===== src/rtl/execute_store_queue_if.sv =====
// Pipeline-side and memory-side signals of the store queue.
// slave  : the store queue itself.
// master : whoever drives instructions, the memory port and the load hazard probe.
interface execute_store_queue_if #(
    parameter int DATA_W = 32,
    parameter int ADDR_W = 32,
    parameter int DEPTH  = 4
);
    localparam int CNT_W = $clog2(DEPTH + 1);

    logic [6:0]          decode_opcode;
    logic [2:0]          decode_funct3;
    logic [ADDR_W-1:0]   decode_imm;
    logic [ADDR_W-1:0]   read_rs1_val;
    logic [DATA_W-1:0]   read_rs2_val;
    logic                read_valid;
    logic                processing;
    logic                valid;
    logic [5:0]          exception_num_out;
    logic                exception_valid_out;
    logic [ADDR_W-1:0]   mem_addr;
    logic [DATA_W-1:0]   mem_data;
    logic [DATA_W/8-1:0] mem_strb;
    logic                mem_valid;
    logic                mem_ready;
    logic [ADDR_W-1:0]   hazard_addr;
    logic                hazard_hit;
    logic [CNT_W-1:0]    count;
    logic                empty;

    modport slave (
        input  decode_opcode, decode_funct3, decode_imm, read_rs1_val, read_rs2_val,
               read_valid, mem_ready, hazard_addr,
        output processing, valid, exception_num_out, exception_valid_out,
               mem_addr, mem_data, mem_strb, mem_valid, hazard_hit, count, empty
    );

    modport master (
        output decode_opcode, decode_funct3, decode_imm, read_rs1_val, read_rs2_val,
               read_valid, mem_ready, hazard_addr,
        input  processing, valid, exception_num_out, exception_valid_out,
               mem_addr, mem_data, mem_strb, mem_valid, hazard_hit, count, empty
    );
endinterface


===== src/rtl/execute_store_queue.sv =====
// Store execute stage with an in-order store buffer.
// Decodes SB/SH/SW(/SD), forms the effective address, flags misaligned
// stores, lane-positions data and strobes, buffers up to DEPTH stores and
// drains them over a valid/ready memory port. Loads can probe the buffer for
// a pending store to the same aligned word.
module execute_store_queue #(
    parameter int DATA_W = 32,
    parameter int ADDR_W = 32,
    parameter int DEPTH  = 4
) (
    input logic clk,
    input logic reset_n,
    execute_store_queue_if.slave bus
);
    localparam int NB    = DATA_W / 8;
    localparam int OFF_W = $clog2(NB);
    localparam int PTR_W = $clog2(DEPTH);
    localparam int CNT_W = $clog2(DEPTH + 1);

    localparam logic [6:0]        OP_STORE = 7'b0100011;
    localparam logic [ADDR_W-1:0] LOW_MASK = ADDR_W'(NB - 1);

    logic [ADDR_W-1:0] ent_addr [DEPTH];
    logic [DATA_W-1:0] ent_data [DEPTH];
    logic [NB-1:0]     ent_strb [DEPTH];
    logic [DEPTH-1:0]  ent_vld;
    logic [PTR_W-1:0]  wr_ptr;
    logic [PTR_W-1:0]  rd_ptr;
    logic [CNT_W-1:0]  cnt;

    logic [ADDR_W-1:0] eff_addr;
    logic [OFF_W-1:0]  off;
    logic              known;
    logic              misaligned;
    logic [DATA_W-1:0] size_mask;
    logic [NB-1:0]     strb_base;
    logic [DATA_W-1:0] lane_data;
    logic [NB-1:0]     lane_strb;
    logic              full;
    logic              is_empty;
    logic              enq;
    logic              deq;
    logic              hit;

    assign eff_addr = bus.read_rs1_val + bus.decode_imm;
    assign off      = eff_addr[OFF_W-1:0];

    // Decode the access size; SD only exists on a 64-bit datapath.
    always_comb begin
        known      = 1'b0;
        misaligned = 1'b0;
        size_mask  = '0;
        strb_base  = '0;
        if (bus.decode_opcode == OP_STORE) begin
            case (bus.decode_funct3)
                3'b000: begin
                    known          = 1'b1;
                    size_mask[7:0] = '1;
                    strb_base[0]   = 1'b1;
                end
                3'b001: begin
                    known           = 1'b1;
                    misaligned      = eff_addr[0];
                    size_mask[15:0] = '1;
                    strb_base[1:0]  = '1;
                end
                3'b010: begin
                    known           = 1'b1;
                    misaligned      = |eff_addr[1:0];
                    size_mask[31:0] = '1;
                    strb_base[3:0]  = '1;
                end
                3'b011: begin
                    known      = (DATA_W == 64);
                    misaligned = |eff_addr[2:0];
                    size_mask  = '1;
                    strb_base  = '1;
                end
                default: ;
            endcase
        end
    end

    assign lane_data = (bus.read_rs2_val & size_mask) << {off, 3'b000};
    assign lane_strb = strb_base << off;

    // Fullness comes from the registered count only: a dequeue this cycle
    // does not free a slot for an enqueue until the next cycle.
    assign full     = (cnt == CNT_W'(DEPTH));
    assign is_empty = (cnt == '0);
    assign enq      = bus.processing && !misaligned && !full;
    assign deq      = !is_empty && bus.mem_ready;

    assign bus.processing          = bus.read_valid && known;
    assign bus.valid               = bus.processing && (misaligned || !full);
    assign bus.exception_valid_out = bus.processing && misaligned;
    assign bus.exception_num_out   = 6'd6;

    assign bus.mem_valid = !is_empty;
    assign bus.mem_addr  = is_empty ? '0 : ent_addr[rd_ptr];
    assign bus.mem_data  = is_empty ? '0 : ent_data[rd_ptr];
    assign bus.mem_strb  = is_empty ? '0 : ent_strb[rd_ptr];
    assign bus.count     = cnt;
    assign bus.empty     = is_empty;
    assign bus.hazard_hit = hit;

    // Hazard probe against buffered stores only (not the one being written).
    always_comb begin
        hit = 1'b0;
        for (int i = 0; i < DEPTH; i++) begin
            if (ent_vld[i] && (ent_addr[i] == (bus.hazard_addr & ~LOW_MASK))) begin
                hit = 1'b1;
            end
        end
    end

    // Buffer write/read pointers, occupancy and entry payloads.
    always_ff @(posedge clk) begin
        if (!reset_n) begin
            wr_ptr  <= '0;
            rd_ptr  <= '0;
            cnt     <= '0;
            ent_vld <= '0;
        end else begin
            if (enq) begin
                ent_addr[wr_ptr] <= {eff_addr[ADDR_W-1:OFF_W], {OFF_W{1'b0}}};
                ent_data[wr_ptr] <= lane_data;
                ent_strb[wr_ptr] <= lane_strb;
                ent_vld[wr_ptr]  <= 1'b1;
                wr_ptr           <= wr_ptr + 1'b1;
            end
            if (deq) begin
                ent_vld[rd_ptr] <= 1'b0;
                rd_ptr          <= rd_ptr + 1'b1;
            end
            case ({enq, deq})
                2'b10:   cnt <= cnt + 1'b1;
                2'b01:   cnt <= cnt - 1'b1;
                default: cnt <= cnt;
            endcase
        end
    end
endmodule


===== src/flat_wrapper.sv =====
// flat-port wrapper written by rule: the top's interface ports become plain ports
module execute_store_queue_flat 
#(
    parameter int DATA_W = 32,
    parameter int ADDR_W = 32,
    parameter int DEPTH  = 4
)
  (clk, reset_n, bus_decode_opcode, bus_decode_funct3, bus_decode_imm, bus_read_rs1_val, bus_read_rs2_val, bus_read_valid, bus_mem_ready, bus_hazard_addr, bus_processing, bus_valid, bus_exception_num_out, bus_exception_valid_out, bus_mem_addr, bus_mem_data, bus_mem_strb, bus_mem_valid, bus_hazard_hit, bus_count, bus_empty);
  execute_store_queue_if #(.DATA_W(DATA_W), .ADDR_W(ADDR_W), .DEPTH(DEPTH)) bus_i ();
  input logic clk;
  input logic reset_n;
  input wire logic [$bits(bus_i.decode_opcode)-1:0] bus_decode_opcode;
  input wire logic [$bits(bus_i.decode_funct3)-1:0] bus_decode_funct3;
  input wire logic [$bits(bus_i.decode_imm)-1:0] bus_decode_imm;
  input wire logic [$bits(bus_i.read_rs1_val)-1:0] bus_read_rs1_val;
  input wire logic [$bits(bus_i.read_rs2_val)-1:0] bus_read_rs2_val;
  input wire logic [$bits(bus_i.read_valid)-1:0] bus_read_valid;
  input wire logic [$bits(bus_i.mem_ready)-1:0] bus_mem_ready;
  input wire logic [$bits(bus_i.hazard_addr)-1:0] bus_hazard_addr;
  output wire logic [$bits(bus_i.processing)-1:0] bus_processing;
  output wire logic [$bits(bus_i.valid)-1:0] bus_valid;
  output wire logic [$bits(bus_i.exception_num_out)-1:0] bus_exception_num_out;
  output wire logic [$bits(bus_i.exception_valid_out)-1:0] bus_exception_valid_out;
  output wire logic [$bits(bus_i.mem_addr)-1:0] bus_mem_addr;
  output wire logic [$bits(bus_i.mem_data)-1:0] bus_mem_data;
  output wire logic [$bits(bus_i.mem_strb)-1:0] bus_mem_strb;
  output wire logic [$bits(bus_i.mem_valid)-1:0] bus_mem_valid;
  output wire logic [$bits(bus_i.hazard_hit)-1:0] bus_hazard_hit;
  output wire logic [$bits(bus_i.count)-1:0] bus_count;
  output wire logic [$bits(bus_i.empty)-1:0] bus_empty;
  assign bus_i.decode_opcode = bus_decode_opcode;
  assign bus_i.decode_funct3 = bus_decode_funct3;
  assign bus_i.decode_imm = bus_decode_imm;
  assign bus_i.read_rs1_val = bus_read_rs1_val;
  assign bus_i.read_rs2_val = bus_read_rs2_val;
  assign bus_i.read_valid = bus_read_valid;
  assign bus_i.mem_ready = bus_mem_ready;
  assign bus_i.hazard_addr = bus_hazard_addr;
  assign bus_processing = bus_i.processing;
  assign bus_valid = bus_i.valid;
  assign bus_exception_num_out = bus_i.exception_num_out;
  assign bus_exception_valid_out = bus_i.exception_valid_out;
  assign bus_mem_addr = bus_i.mem_addr;
  assign bus_mem_data = bus_i.mem_data;
  assign bus_mem_strb = bus_i.mem_strb;
  assign bus_mem_valid = bus_i.mem_valid;
  assign bus_hazard_hit = bus_i.hazard_hit;
  assign bus_count = bus_i.count;
  assign bus_empty = bus_i.empty;
  execute_store_queue #(.DATA_W(DATA_W), .ADDR_W(ADDR_W), .DEPTH(DEPTH)) u_core (.clk(clk), .reset_n(reset_n), .bus(bus_i));
endmodule

===== config.mk =====
export PLATFORM = sky130hd
export DESIGN_NAME = execute_store_queue_flat
export DESIGN_NICKNAME = d
export VERILOG_FILES = /design/src/rtl/execute_store_queue_if.sv /design/src/rtl/execute_store_queue.sv /design/src/flat_wrapper.sv
export SDC_FILE = /design/constraint.sdc
export NUM_CORES = 1
export LEC_CHECK = 0
export BUFFER_PORTS_ARGS = -buffer_cell sky130_fd_sc_hd__buf_2
export CORE_UTILIZATION = 25
export DETAILED_ROUTE_END_ITERATION = 16
export HOLD_SLACK_MARGIN = 0.05
export PLACE_DENSITY = 0.4
export SYNTH_ARGS = -nofsm -noshare
export SYNTH_HDL_FRONTEND = slang
export SYNTH_SLANG_ARGS = --single-unit

===== constraint.sdc =====
create_clock -name clk -period 6.2 [get_ports clk]
set_clock_uncertainty 0.2 [all_clocks]
set_input_delay 0.62 -clock clk [delete_from_list [all_inputs] [get_ports clk]]
set_output_delay 0.62 -clock clk [all_outputs]
set_load 0.05 [all_outputs]

# Word level (Yosys, flattened, before mapping)
# Memory sizes are Yosys's and may differ from the RTL's. A register that Yosys moved wholly into a read port is not among the register bits.
# Index checks and enable logic that the tools add are counted.
# classes
add_sub_neg	5
n_shift	2
muxes	36
n_div	0
n_lt_le_gt_ge	4
mul	0
eq_ne	11
reduce_logical	25
n_bitwise	4
# op_table
cell	n
$eq A32 B32 Y1	4
$mux W32	3
$add A32 B32 Y32	1
$and A32 B32 Y32	1
$shl A32 B5 Y32	1
$mux W4	5
$mux W16	1
$mux W8	2
$mux W1	14
$mux W2	7
$logic_and A1 B1 Y1	12
$reduce_or A3 Y1	3
$eq A7 B6 Y1 const B	1
$eq A3 B2 Y1 const B	2
$logic_not A3 Y1	2
$lt A2 B3 Y1 const B	2
$pmux W3 S2	1
$add A2 B1 Y2 const B	2
$and A4 B4 Y4	1
$demux W1 S2	2
$ge A2 B1 Y1 const B	2
$not A4 Y4	1
$or A4 B4 Y4	1
$reduce_or A2 Y1	2
12 further kinds	14
# word_totals
word_cells	94
ram_bits	264
latch_bits	0
mem_count	3
ff_bits	11
input_bits	142
rom_bits	0
out_inout_bits	83
# mem_list
memory	words	word_bits	read_ports	rd_clocked_by_memory_dff	write_ports	line	rtl
u_core.ent_data	4	32	1	1	1	execute_store_queue.sv:24	logic [DATA_W-1:0] ent_data [DEPTH];
u_core.ent_addr	4	30	5	1	1	execute_store_queue.sv:23	logic [ADDR_W-1:0] ent_addr [DEPTH];
u_core.ent_strb	4	4	1	1	1	execute_store_queue.sv:25	logic [NB-1:0] ent_strb [DEPTH];

# Logic depth before layout (Yosys ltp)
# logic_depth
ltp_word	11
depth_mapped	16
ltp_nobuf	15

# Least setup slack after synthesis
# OpenSTA, ideal clock, no wires.
# synth_path
path_kind	input to register
start	input bus_read_rs1_val[0]
end	memory u_core.ent_addr[3][0] in the netlist's numbering (enable)
path_buffers	1
setup_time_ns	0.432
arrival_time_ns	3.599
slack_ns	1.970
required_time_ns	5.568
path_stages	10
path_cell_list	ha_1 inv_1 fa_1 xnor2_1 a21boi_0 o21ai_0 nand2_1 and2_1 buf_4 and3_1
# synth_via
elab_chain_cells	10
elab_cells_between_ends	11
classes_between	add/sub (1); mux (5); reduce/logical (5)
# synth_rtl
item	line	rtl
start, declared	flat_wrapper.sv:15	input wire logic [$bits(bus_i.read_rs1_val)-1:0] bus_read_rs1_val;
$add A32 B32 Y32	execute_store_queue.sv:45	assign eff_addr = bus.read_rs1_val + bus.decode_imm;
net u_core.eff_addr[2]	execute_store_queue.sv:31	logic [ADDR_W-1:0] eff_addr;
$reduce_or A3 Y1	execute_store_queue.sv:75	misaligned = |eff_addr[2:0];
$pmux W1 S3	execute_store_queue.sv:55	case (bus.decode_funct3)
$mux W1	execute_store_queue.sv:54	if (bus.decode_opcode == OP_STORE) begin
$logic_not A1 Y1	execute_store_queue.sv:91	assign enq = bus.processing && !misaligned && !full;
$logic_and A1 B1 Y1 (2 in a row)	execute_store_queue.sv:91	
$mux W1	execute_store_queue.sv:125	if (enq) begin
$mux W1	execute_store_queue.sv:119	if (!reset_n) begin
$mux W1 (not written as such)	execute_store_queue.sv:126	ent_addr[wr_ptr] <= {eff_addr[ADDR_W-1:OFF_W], {OFF_W{1'b0}}};
end, declared	execute_store_queue.sv:23	
# The timed path passes the listed nets, and every way through them passes these cells.

# Final worst setup path
# layout_path
start	input bus_read_rs1_val[0]
end	register u_core.cnt[2] (netlist: u_core.bus.count[2])
# layout_via
elab_chain_cells	9
elab_cells_between_ends	12
classes_between	add/sub (1); eq/ne (2); mux (3); reduce/logical (6)
# layout_rtl
item	line	rtl
$add A32 B32 Y32 (*)	execute_store_queue.sv:45	
net u_core.eff_addr[2]	execute_store_queue.sv:31	
$reduce_or A3 Y1 (*)	execute_store_queue.sv:75	
$pmux W1 S3 (*)	execute_store_queue.sv:55	
$mux W1 (*)	execute_store_queue.sv:54	
$logic_not A1 Y1 (*)	execute_store_queue.sv:91	
$logic_and A1 B1 Y1 (*) (2 in a row)	execute_store_queue.sv:91	
$eq A2 B1 Y1 or $eq A2 B2 Y1 (tied branches)	execute_store_queue.sv:136	case ({enq, deq})
$pmux W3 S2 or $reduce_bool A2 Y1 (tied branches)	-	
end signal, assigned	execute_store_queue.sv:137	2'b10: cnt <= cnt + 1'b1;
end signal, assigned	execute_store_queue.sv:138	2'b01: cnt <= cnt - 1'b1;
end signal, assigned	execute_store_queue.sv:139	default: cnt <= cnt;
end, declared	execute_store_queue.sv:29	logic [CNT_W-1:0] cnt;
# The timed path passes the listed nets; every way through them passes the cells marked *.
# A chain may end at the register's enable or synchronous reset.

==> summary.md <==
The flow ran to the end, and the final reports show no timing, DRC or antenna violations. The number of global-route vias before repair is 9793. The most used flip-flop cell after synthesis is sky130_fd_sc_hd__edfxtp_1. The later pin in the worst-skew pair is clocked with a latency of 0.52 ns. In the synthesized netlist, the number of instances is 1052. The number of I/O pins is 225.

STA classifies the critical path startpoint as an input pin. The wire-length estimate of the detail-placed layout is 32840 um. The worst hold path belongs to the class in2reg.

The run gives 42.24% as the remaining max-slew budget at the tightest pin. The tools report the launch instance of the worst min-delay path as reset_n. The number of antenna diodes in the final layout is 0. The number of vias in the routed layout came out at 9515.

Measured along the x axis, the die boundary spans 242.9 um. Number of levels in the clock H-tree: 2. The detailed-route wire length per cell came out at 22.20 um. The critical path goes through buf_2, ha_1, inv_1, fa_1, xnor2_1, a21boi_0, o21ai_0, nand2_1, and2_1, inv_1, ha_1, inv_1, fa_1, xor2_1, or3_1, a21boi_0. Post-CTS timing repair inserted 0 buffers for setup.

Combinational logic burns 10.3% of the power. The maximum fanout count along the critical path was 11; the net switching share of the total power was 24.08%. The chip height came out at 242.9 um.

The critical path contains buffers and inverters numbering 4 combined. The most numerous cell on the critical path is sky130_fd_sc_hd__inv_1. The sum of overflow across all layers after global routing is 0.

Cell-internal power: 0.003390 W. In the layout the commonest cells are sky130_fd_sc_hd__edfxtp_1, sky130_fd_sc_hd__buf_2, sky130_fd_sc_hd__xnor2_1. Data arrives at the worst endpoint at 4.38 ns. Hold repair after CTS inserted 0 buffers. The tree is rooted in a sky130_fd_sc_hd__clkbuf_16. The per-cell via count in the routed design is 4.680, and the number of DRC violations after detailed routing is 0. After synthesis, the mean cell area works out to 13.79 um^2.

The count of antenna-violating nets left after detailed routing was 0. The first detailed-routing pass ran for 5 iterations. The master of the slowest instance on the critical path is sky130_fd_sc_hd__xnor2_1. Capture point of the worst reg-to-reg path: u_core.ent_data[2][27]. For the pin count of the biggest net entering global routing, the log shows 69. The net switching power figure is 0.001075 W, and the setup slack of the worst register-to-register path is 3.19 ns.

Post-CTS repair changed the size of 0 cells. The filler cells instantiated in the layout total 5804. Number of cell instances on the worst register-to-register path: 5.

Summed over all cells, the static leakage comes to 6.114 nW. TritonCTS built the clock tree. The fraction of the cycle the final worst path needs is 66.62%. The final critical delay including setup and external delays is 4.130 ns. The count of routing violations after the opening detailed-route iteration came out at 717.

Clock-pin slew was measured on the worst setup and hold paths at 0.06 ns. The die covers 0.05898 mm^2. The cell type group with the largest total delay on the critical path was adder cells. For this run, the share of the core covered by cells in the final layout is 30.74%.

The tools report the final instance count without filler cells as 2033. The register area share after synthesis came out at 56.45%. In this run the power density over the cells is 255.6 mW/mm^2.

The most common cell after layout, fill and taps aside was sky130_fd_sc_hd__edfxtp_1. The setup path with the least slack is of type in2reg. The number of buffers created by CTS was 34; the number of distinct library cells after synthesis was 64. Routability-driven placement finished with a final weighted congestion of 0.7661. The logs give 25.53% for the effective utilization at floorplan and 3 for the initial antenna violation count. The path length in cells of the critical path works out to 16. Global routing used 15.22% of the available tracks.

The first global-routing pass estimated 66180 um of wire. In this run, flip-flops and latches consume 46.5% of the power. In this run the cell area of the synthesized design comes to 0.01450 mm^2.

The clock passes through at most 3 buffers. Counting flops with an async set or reset pin after synthesis yields a share of 0%. The region available for standard cell placement spans 0.05682 mm^2. The type of destination of the critical path is a register. The layout cell share with drive strength beyond 1 works out to 28.27%. The design draws 0.004465 W. The path with the worst hold slack has its endpoint at u_core.ent_vld[3]. Max-cap violations in this run came to 0. The worst hold path passes through 3 cells. The synthesized design contains 277 register bits. The floorplan has 87 rows. The origin of the critical flop-to-flop path is u_core.bus.count[0]. The count of placed standard cells including taps is 1975, and the number of input and output port buffers inserted is 214.

At the worst endpoint, the required time is 6.45 ns. The layout-stage area growth over the synthesis result was 20.41%; the number of nets in the layout was 1439. For the final number of hold-violating endpoints, the log shows 0. The max-slew violation total from the final report was 0. The run gives 43.1% as the proportion of power drawn by the clock network. The tools report the number of warnings printed during yosys synthesis as 0. CTS saw 277 sinks. The tools report the top achievable clock speed as 242.1 MHz. For the aggregate routed wire length, the log shows 45140 um.

On the worst path, the slowest cell contributes a delay of 0.54 ns. The logs give 0.1439 mV for the maximum resistive drop on vdd and 0 ns for the sum of negative setup slack. Setup repair after global routing left no endpoint under its margin. Counting flops with a built-in enable in the synthesized netlist gives 264. The transition time at the pin with the least slew margin was 0.8665 ns. Setup violations remaining at the end of the flow were counted as 0.
-- area by class of cell --
| type | count | area, um^2 | area share, % |
|---|---|---|---|
| multi-input cells | 692 | 5956 | 34.10 |
| inverters | 21 | 78.83 | 0.4514 |
| well taps | 756 | 945.9 | 5.416 |
| clock inverters | 11 | 106.4 | 0.6090 |
| clock buffers | 47 | 950.9 | 5.445 |
| repair buffers | 229 | 1234 | 7.064 |
| flip-flops and latches | 277 | 8193 | 46.91 |
-- kinds of logic after synthesis --
logic type                 share of synthesized area (%)
AOI/OAI and AO/OA                                  6.763
xor gates and xnor gates                           9.239
adders and majority gates                          3.727
buffers and inverters                              2.683
DFF                                                56.45
muxes                                              10.80
other                                            0.05178
and+or+nand+nor                                    10.28
-- per-stage QoR --
step / hold slack (ns) / setup WS [ns] / instance area, um^2
3_5_place_dp: 0.2888 / 1.494 / 16410
2_1_floorplan: 0.2512 / 1.970 / 14530
3_3_place_gp: 0.2894 / 1.553 / 16410
6_report: 0.2691 / 2.070 / 17460
5_1_grt: 0.2620 / 1.795 / 17460
4_1_cts: 0.2397 / 2.054 / 17460
-- layer usage --
layer / part of all wire (%) / vias to the layer above / track usage (%)
li1: - / 4378 / -
met3: 5.0 / 61 / 2.565
met5: 0.060 / - / 0
met1: 46 / 4782 / 20.86
met4: 2.0 / 4 / 3.885
met2: 47 / 290 / 24.84
-- power by group through the flow --
stage | logic, W | clock network, W | registers (W)
2_1_floorplan | 0.000287 | 0 | 0.00212
3_3_place_gp | 0.000463 | 0 | 0.00212
3_5_place_dp | 0.000464 | 0 | 0.00212
4_1_cts | 0.000466 | 0.00198 | 0.00208
5_1_grt | 0.000505 | 0.00205 | 0.00208
6_report | 0.000462 | 0.00193 | 0.00208
-- Yosys cell counts (4+ instances only) --
cell	instances	area share (%)
sky130_fd_sc_hd__o211ai_1	5	0.26
sky130_fd_sc_hd__a31oi_1	4	0.17
sky130_fd_sc_hd__ha_1	40	3.5
sky130_fd_sc_hd__xor2_1	56	3.4
sky130_fd_sc_hd__buf_4	9	0.47
sky130_fd_sc_hd__nor3_1	4	0.14
sky130_fd_sc_hd__buf_1	7	0.18
sky130_fd_sc_hd__nand4_1	28	1.2
sky130_fd_sc_hd__a21oi_1	44	1.5
sky130_fd_sc_hd__o32ai_1	8	0.48
sky130_fd_sc_hd__a22oi_1	8	0.41
sky130_fd_sc_hd__edfxtp_1	264	55
sky130_fd_sc_hd__a32o_1	8	0.55
sky130_fd_sc_hd__o21ai_0	21	0.72
sky130_fd_sc_hd__a21o_1	11	0.57
sky130_fd_sc_hd__and3_1	8	0.35
sky130_fd_sc_hd__or3_1	4	0.17
sky130_fd_sc_hd__and2_1	82	3.5
sky130_fd_sc_hd__dfxtp_1	13	1.8
sky130_fd_sc_hd__clkbuf_1	44	1.1
sky130_fd_sc_hd__mux4_2	66	10
sky130_fd_sc_hd__buf_2	6	0.21
sky130_fd_sc_hd__inv_1	21	0.54
sky130_fd_sc_hd__mux2i_1	8	0.55
sky130_fd_sc_hd__nand2_1	46	1.2
sky130_fd_sc_hd__xnor2_1	97	5.9
sky130_fd_sc_hd__nor3b_1	8	0.41
sky130_fd_sc_hd__nand3_1	15	0.52
sky130_fd_sc_hd__nor4_1	16	0.69
sky130_fd_sc_hd__nor2_1	46	1.2
-- flip-flops by register name, summed over array words and instances (netlist names), named ones only --
register          count
u_core.ent_strb      16
u_core.ent_data     128
u_core.ent_addr     120
u_core.wr_ptr         2
u_core.bus.count      3
u_core.ent_vld        4
u_core.rd_ptr         2
-- worst min-delay path, stage by stage --
cell and delay [ns]:
sky130_fd_sc_hd__buf_2 0.20, sky130_fd_sc_hd__nand2_1 0.09, sky130_fd_sc_hd__nor2_1 0.03
-- worst max-delay path by stage --
stage	from	end
5_1_grt	bus_read_rs1_val[0]	u_core.bus.count[2]
6_report	bus_read_rs1_val[0]	u_core.bus.count[2]
3_3_place_gp	bus_read_rs1_val[0]	u_core.bus.count[2]
3_5_place_dp	bus_read_rs1_val[0]	u_core.bus.count[2]
2_1_floorplan	bus_read_rs1_val[0]	u_core.ent_addr[3][0]
4_1_cts	bus_read_rs1_val[0]	u_core.bus.count[2]
Power figures use the tool's default switching activity.
